<file path="config.mk">
export PLATFORM = sky130hd
export DESIGN_NAME = clk_freq_monitor
export DESIGN_NICKNAME = d
export VERILOG_FILES = /design/src/rtl/clkmon_pkg.sv /design/src/rtl/sync_edge_detect.sv /design/src/rtl/clk_freq_monitor.sv
export SDC_FILE = /design/constraint.sdc
export NUM_CORES = 1
export LEC_CHECK = 0
export BUFFER_PORTS_ARGS = -buffer_cell sky130_fd_sc_hd__clkbuf_2
export CELL_PAD_IN_SITES_DETAIL_PLACEMENT = 1
export CELL_PAD_IN_SITES_GLOBAL_PLACEMENT = 2
export CORE_MARGIN = 4
export CORE_UTILIZATION = 36
export DETAILED_ROUTE_END_ITERATION = 16
export GPL_ROUTABILITY_DRIVEN = 0
export HOLD_SLACK_MARGIN = 0.15
export PLACE_DENSITY = 0.76
export SKIP_LAST_GASP = 1
export SLEW_MARGIN = 40
export SYNTH_ARGS = -nofsm -noshare
export SYNTH_HDL_FRONTEND = slang
export SYNTH_SLANG_ARGS = --single-unit
</file>
<file path="constraint.sdc">
create_clock -name clk -period 3 [get_ports clk]
set_input_delay 0 -clock clk [delete_from_list [all_inputs] [get_ports clk]]
set_output_delay 0 -clock clk [all_outputs]
set_load 0.05 [all_outputs]
</file>
<file path="src/rtl/clkmon_pkg.sv">
// clk_freq_monitor shared types and defaults.
// FSM encoding, default window/tolerance constants, pass-counter width.
package clkmon_pkg;

  typedef enum logic [1:0] {
    IDLE,
    WAIT_LOCK,
    MEASURE,
    EVAL
  } state_e;

  localparam int WINDOW_DEF    = 1024;
  localparam int EXPECTED_DEF  = 256;
  localparam int TOLERANCE_DEF = 4;
  localparam int PASSES_DEF    = 4;
  localparam int PASS_W        = 4;

endpackage

</file>
<file path="src/rtl/sync_edge_detect.sv">
// 2-FF synchronizer with optional rising-edge pulse output.
// EDGE=1: one-cycle pulse per rising edge; EDGE=0: synced level.
module sync_edge_detect #(
  parameter bit EDGE = 1'b1
) (
  input  logic clk,
  input  logic rst_n,
  input  logic d,
  output logic q
);

  logic [1:0] sync;

  always_ff @(posedge clk) begin
    if (!rst_n) sync <= '0;
    else        sync <= {sync[0], d};
  end

  generate
    if (EDGE) begin : g_edge
      logic prev;
      always_ff @(posedge clk) begin
        if (!rst_n) prev <= 1'b0;
        else        prev <= sync[1];
      end
      assign q = sync[1] & ~prev;
    end else begin : g_level
      assign q = sync[1];
    end
  endgenerate

endmodule

</file>
<file path="src/rtl/clk_freq_monitor.sv">
// PLL output frequency / lock verifier over a fixed gate window.
// CLKMON_STICKY_FAULT_EN: fault latches until RSTN.
module clk_freq_monitor
  import clkmon_pkg::*;
#(
  parameter int WINDOW    = WINDOW_DEF,
  parameter int EXPECTED  = EXPECTED_DEF,
  parameter int TOLERANCE = TOLERANCE_DEF,
  parameter int PASSES    = PASSES_DEF,
  parameter int CNT_W     = 16
) (
  input  logic             clk,
  input  logic             RSTN,
  input  logic             enable,
  input  logic             pll_locked,
  input  logic             mon_clk,
  output logic [CNT_W-1:0] count,
  output logic             count_valid,
  output logic             verified,
  output logic             fault
);

  localparam int WIN_W = $clog2(WINDOW);
  localparam logic [WIN_W-1:0] WIN_LAST = WIN_W'(WINDOW - 1);
  localparam logic signed [CNT_W:0] EXP_S = (CNT_W+1)'(EXPECTED);
  localparam logic signed [CNT_W:0] TOL_S = (CNT_W+1)'(TOLERANCE);
  localparam logic [PASS_W-1:0] PASS_MAX = PASS_W'(PASSES);

`ifdef CLKMON_STICKY_FAULT_EN
  localparam bit STICKY = 1'b1;
`else
  localparam bit STICKY = 1'b0;
`endif

  state_e state, state_nx;

  logic              lock_s;
  logic              edge_p;
  logic [WIN_W-1:0]  win_cnt;
  logic [CNT_W-1:0]  edge_cnt;
  logic [PASS_W-1:0] pass_cnt;
  logic [PASS_W-1:0] pass_inc;
  logic signed [CNT_W:0] diff;
  logic signed [CNT_W:0] mag;
  logic              in_tol;
  logic              lost;
  logic              enter_meas;

  sync_edge_detect #(.EDGE(1'b1)) u_mon (
    .clk   (clk),
    .rst_n (RSTN),
    .d     (mon_clk),
    .q     (edge_p)
  );

  sync_edge_detect #(.EDGE(1'b0)) u_lock (
    .clk   (clk),
    .rst_n (RSTN),
    .d     (pll_locked),
    .q     (lock_s)
  );

  always_ff @(posedge clk) begin
    if (!RSTN) state <= IDLE;
    else       state <= state_nx;
  end

  always_comb begin
    state_nx = state;
    lost     = 1'b0;
    unique case (state)
      IDLE:      if (enable) state_nx = WAIT_LOCK;
      WAIT_LOCK: if (lock_s) state_nx = MEASURE;
      MEASURE:   if (win_cnt == WIN_LAST) state_nx = EVAL;
      EVAL:      state_nx = MEASURE;
      default:   state_nx = IDLE;
    endcase
    // enable dominates lock loss: no fault when both drop together
    if (!enable) begin
      state_nx = IDLE;
    end else if (!lock_s && (state == MEASURE || state == EVAL)) begin
      state_nx = WAIT_LOCK;
      lost     = 1'b1;
    end
  end

  assign enter_meas = (state_nx == MEASURE) && (state != MEASURE);

  always_comb begin
    diff     = $signed({1'b0, edge_cnt}) - EXP_S;
    mag      = diff[CNT_W] ? -diff : diff;
    in_tol   = (mag <= TOL_S);
    pass_inc = (pass_cnt == PASS_MAX) ? PASS_MAX : pass_cnt + 1'b1;
  end

  always_ff @(posedge clk) begin
    if (!RSTN) begin
      win_cnt     <= '0;
      edge_cnt    <= '0;
      pass_cnt    <= '0;
      count       <= '0;
      count_valid <= 1'b0;
      verified    <= 1'b0;
      fault       <= 1'b0;
    end else begin
      count_valid <= 1'b0;

      if (state == MEASURE) win_cnt <= win_cnt + 1'b1;
      else                  win_cnt <= '0;

      if (enter_meas)
        edge_cnt <= '0;
      else if (state == MEASURE && edge_p && edge_cnt != '1)
        edge_cnt <= edge_cnt + 1'b1;

      if (!enable) begin
        pass_cnt <= '0;
        verified <= 1'b0;
        if (!STICKY) fault <= 1'b0;
      end else if (lost) begin
        pass_cnt <= '0;
        verified <= 1'b0;
        if (verified) fault <= 1'b1;
      end else if (state == EVAL) begin
        count       <= edge_cnt;
        count_valid <= 1'b1;
        if (in_tol) begin
          pass_cnt <= pass_inc;
          verified <= (pass_inc == PASS_MAX);
          if (!STICKY) fault <= 1'b0;
        end else begin
          pass_cnt <= '0;
          verified <= 1'b0;
          fault    <= 1'b1;
        end
      end
    end
  end

endmodule

</file>
Word level (Yosys, flattened, before mapping)
Index checks and enable logic that the tools add are counted.
W data, S select, Z words.
{ "word_totals": {"output_inout_bits": 19, "wordCells": 62, "ff_bits": 56, "inputBits": 5} }
{ "op_classes": {"n_eq_ne": 10, "n_addsub": 5, "n_bitwise": 5, "order_cmp": 1, "muxes": 16, "reduce_logical": 14} }
{ "ops": {"columns": ["op", "count"], "rows": [
  ["$le A17 B4 Y1 const B", 1],
  ["$mux W17", 1],
  ["$neg A17 Y17", 1],
  ["$sub A16 B9 Y17 const B", 1],
  ["$add A16 B1 Y16 const B", 1],
  ["$ne A16 B16 Y1 const B", 1],
  ["$add A10 B1 Y10 const B", 1],
  ["$eq A10 B10 Y1 const B", 1],
  ["$eq A4 B3 Y1 const B", 2],
  ["$mux W1", 8],
  ["$mux W2", 4],
  ["$mux W4", 2],
  ["$pmux W2 S4", 1],
  ["$eq A2 B2 Y1 const B", 3],
  ["$reduce_and A2 Y1", 3],
  ["$add A4 B1 Y4 const B", 1],
  ["$logic_and A1 B1 Y1", 4],
  ["$ne A2 B2 Y1 const B", 2],
  ["$not A1 Y1", 4],
  ["$reduce_and A3 Y1", 1],
  ["$reduce_or A3 Y1", 1],
  ["$eq A2 B1 Y1 const B", 1],
  ["$logic_not A2 Y1", 1],
  ["$reduce_bool A2 Y1", 1],
  ["other kinds (4)", 4]
]} }

Longest topological paths before layout
{ "logic_depth": {"depth_word": 8, "ltp_mapped": 10, "mapped_depth_nobuf": 8} }

By module
A second synthesis with hierarchy kept.
{ "hier_totals": {"cells_unflattened": 327, "area_unflattened_um2": 2732.6} }
{ "by_module_without_submodules": {"columns": ["module", "cells_each", "instances", "seq_area_each_um2", "area_each_um2"], "rows": [
  ["clk_freq_monitor", 316, 1, 1021.0, 2587.5],
  ["sync_edge_detect at u_mon", 7, 1, 60.1, 92.6],
  ["sync_edge_detect at u_lock", 4, 1, 40.0, 52.6]
]} }

Worst setup path after synthesis
OpenSTA, ideal clock, no wires.
{ "synth_path": {"path_kind": "reg-to-reg", "start": "register edge_cnt[8]", "end": "register fault", "stages_incl_launch_ff": 11, "t_required_ps": 2882, "slack_ps": 875, "n_path_buf": 2, "arrival_ps": 2007, "synth_period_minus_slack_ps": 2125, "setup_ps": 118, "path_cell_list": "dfxtp_1 -> buf_6 -> inv_1 -> ha_1 -> nor4b_2 -> and2_0 -> clkbuf_1 -> nand3_1 -> a21oi_1 -> o2111ai_4 -> o2bb2ai_1"} }
{ "synth_between": {"elab_chain_cells": 7} }
{ "synth_lines": {"columns": ["element", "line", "text"], "rows": [
  ["start, declared", "clk_freq_monitor.sv:40", "logic [CNT_W-1:0] edge_cnt;"],
  ["start signal, assigned", "clk_freq_monitor.sv:114", "edge_cnt <= edge_cnt + 1'b1;"],
  ["$sub A16 B9 Y17 *", "clk_freq_monitor.sv:90", "diff = $signed({1'b0, edge_cnt}) - EXP_S;"],
  ["$neg A17 Y17", "clk_freq_monitor.sv:91", "mag = diff[CNT_W] ? -diff : diff;"],
  ["$mux W17 *", "clk_freq_monitor.sv:91", null],
  ["$le A17 B4 Y1 *", "clk_freq_monitor.sv:92", "in_tol = (mag <= TOL_S);"],
  ["$mux W1 *", "clk_freq_monitor.sv:127", "if (in_tol) begin"],
  ["$mux W1 *", "clk_freq_monitor.sv:124", "end else if (state == EVAL) begin"],
  ["$mux W1 *", "clk_freq_monitor.sv:120", "end else if (lost) begin"],
  ["end signal, assigned", "clk_freq_monitor.sv:119", "if (!STICKY) fault <= 1'b0;"],
  ["end signal, assigned", "clk_freq_monitor.sv:123", "if (verified) fault <= 1'b1;"],
  ["end signal, assigned", "clk_freq_monitor.sv:130", "if (!STICKY) fault <= 1'b0;"],
  ["end, declared", "clk_freq_monitor.sv:20", "output logic fault"]
]} }
Every way passes the cells marked *; elsewhere a longest branch is shown, timed or not. The select of a mux whose other input is x is not followed.
A chain may end at the register's enable or synchronous reset.

Worst setup path in the final report
Ends and elaborated chain as after synthesis.

==> impl_metrics.py <==
metrics = {
    "sta": {
        "slew_headroom": 0.529,
        "fmax_ghz": 0.421,
        "setup_violations": 0,
        "worst_pin_slew_ps": 700,
        "drv_slew": 0,
        "worst_slack_ps": 625,
        "finalHoldViolations": 0,
        "setup-tns-final_ps": 0,
        "fin_skew_ps": 7.15,
        "whs_ps": 432,
        "finalCritPeriodShare": 0.792,
        "rsz0062_at_grt": "false",
        "min_period_ps": 2380,
    },
    "layout": {
        "antenna_cells": 0,
        "syn2layout_area_growth_pct": 11.1,
        "final_util": 0.417,
        "fillCellCount": 900,
        "finalNonFillerCells": 452,
        "layout.nets": 365,
        "seq_area_um2": 1120,
        "drive_gt1_frac": 0.119,
        "multi_input_area_um2": 1500,
    },
    "placed_design": {
        "io_buffer_count": 23,
        "dp.final_hpwl_um": 4690,
        "dp.cells": 439,
        "dp_worst_setup_slack_ps": 626,
    },
    "worst_setup_path": {
        "endpoint_kind": "flip-flop",
        "arrival_ps": 2590,
        "crit_type": "reg -> reg",
        "cp.required_ps": 3210,
        "path_max_fanout": 10,
        "startpoint_type": "flip-flop",
    },
    "route": {
        "vias_per_cell": 5.11,
        "first_iter_violations": 52,
        "drc": 0,
        "drt_pass1_iterations": 4,
        "drt_wl_total_um": 6510,
        "drtAntennaViolNets": 0,
        "wl_per_cell_um": 14.4,
        "routed-via-count": 2309,
    },
    "floorplan": {
        "die_y_um": 95.6,
        "fp.dieW_um": 95.6,
        "initial_core_util": 0.375,
        "die_area_um2": 9140,
        "pin_count": 24,
        "num_rows": 31,
        "core_um2": 7370,
    },
    "clock_tree": {
        "cts.sink_count": 56,
        "clockBufferDepth": 2,
        "cts_tree": "built",
        "root_buffer": "clkbuf_8",
        "htree_num_levels": 2,
        "clock_latency_ps": 310,
        "numCtsBuffers": 5,
        "clk_pin_slew_ps": 110,
    },
    "run": {
        "maxCapViolCount": 0,
    },
    "pwr": {
        "p_per_area_nw_per_um2": 395,
        "leakagePower_nw": 1.12,
        "ir_drop_uv": 213,
    },
    "global_routing": {
        "grt_pass1_wl_um": 11000,
        "gr-total-overflow": 0,
        "grt_start_max_net_pins": 27,
        "grt_pass1_vias": 2292,
        "grtUsageTotal": 0.151,
        "antenna_found_initial": 0,
    },
    "logic_synthesis": {
        "syn-num-nets": 347,
        "synth_ff_type": "dfxtp_1",
        "avgSynthCellArea_um2": 8.28,
        "synth_area_um2": 2760,
        "syn_inst": 334,
        "synth_warnings": 0,
        "yosys_register_bits": 56,
        "yosysSeqAreaShare": 0.406,
        "synth_edf_count": 0,
        "synthArstFlopShare": 0,
        "synth_cell_types": 51,
    },
    "status": {
        "status": "completed",
    },
    "min_path": {
        "hp-class": "in -> reg",
    },
}
critical path, stage by stage (launching register included):
cell and delay (ps):
dfxtp_1 560, inv_1 140, ha_1 280, nor4b_2 200
and2_0 250, a211oi_1 240, o2111a_2 270, o2111ai_4 150
o2bb2ai_1 160
worst paths after layout:
kind / end / cells past startpoint / start / slack [ps]
min: u_lock.sync[0] / 3 / pll_locked / 430
max: fault / 8 / edge_cnt[8] / 620
min reg2reg: u_mon.sync[1] / 1 / u_mon.sync[0] / 440
max reg2reg: fault / 8 / edge_cnt[8] / 620
per-layer routing:
| layer | share of wire | global-route usage | wire length (um) | up-vias |
|---|---|---|---|---|
| met1 | 0.50 | 0.199 | 3260 | 1097 |
| met3 | 0.030 | 0.0292 | 193 | 8 |
| met2 | 0.46 | 0.255 | 2990 | 22 |
| li1 | - | - | - | 1182 |
| met4 | 0.0098 | 0.0355 | 64 | 0 |
| met5 | 0 | 0 | 0 | - |
repair_timing:
item                                   CTS  global route
setup endpoints to repair                0             0
hold buffers                             4             0
gates resized for setup                  0             0
buffers inserted                         0             0
endpoints found under the hold margin    6             0
logic make-up after synthesis:
kind of cell	count (synthesis)	share of synthesized area
compound gates	57	0.148
xor+xnor	22	0.0697
fa+ha+maj	8	0.0362
buf+inv	32	0.0516
flops	56	0.406
mux	4	0.0149
simple gates	155	0.273
synth_stat cells, types with 3 or more instances:
library cell,number,area (um^2)
inv_1,13,48.8
and2_1,6,37.5
xor2_1,10,87.6
ha_1,8,100
clkbuf_1,11,41.3
nand2b_1,3,18.8
a21boi_0,16,120
xnor2_1,12,105
mux2i_1,3,30.0
o21ai_1,5,25.0
or4_1,3,22.5
or3_1,8,50.1
nand2_1,58,218
a21oi_1,11,55.1
nor2_1,30,113
o21ai_0,7,35.0
nand3_1,12,60.1
nand4_1,7,43.8
nor3_1,8,40.0
nor4_1,4,25.0
buf_2,6,30.0
dfxtp_1,56,1120
flip-flops by register name, indices dropped and copies added, names as in the netlist:
signal and flops:
u_mon.g_edge.prev 1, verified 1, pass_cnt 4, win_cnt 10, edge_cnt 16, u_mon.sync 2, count 16, fault 1
count_valid 1, state 2, u_lock.sync 2
cell usage in the layout (no fill, tap or decap), drive strengths merged, types with 7 or more instances in the layout:
master	n
a21boi	16
nand4	7
xor2	10
and2	7
o21ai	12
xnor2	12
inv	14
ha	8
a21oi	11
clkbuf	28
nor3	8
nand2	58
or3	8
dfxtp	56
nor2	31
nand3	12
through the flow:
stage	total power, mW	cell area [um^2]
floorplan	0.780	2760
finish	1.21	3070
global placement	0.790	2920
global route	1.27	3070
CTS	1.23	3060
detailed placement	0.790	2920
where the power goes:
| group | internal (mW) | switching, mW | total, mW |
|---|---|---|---|
| logic | 0.0118 | 0.0150 | 0.0269 |
| clock network | 0.172 | 0.264 | 0.436 |
| registers | 0.747 | 0.00347 | 0.750 |
| total | 0.931 | 0.282 | 1.21 |
cell type report:
| class | count | area share |
|---|---|---|
| inverter | 13 | 0.0159 |
| clock inverter | 3 | 0.00896 |
| timing repair buffer | 30 | 0.0591 |
| tap | 99 | 0.0403 |
| multi-input combinational | 246 | 0.488 |
| clock buffer | 5 | 0.0224 |
| sequential | 56 | 0.365 |
No activity file was read; power rests on OpenSTA's default activity.
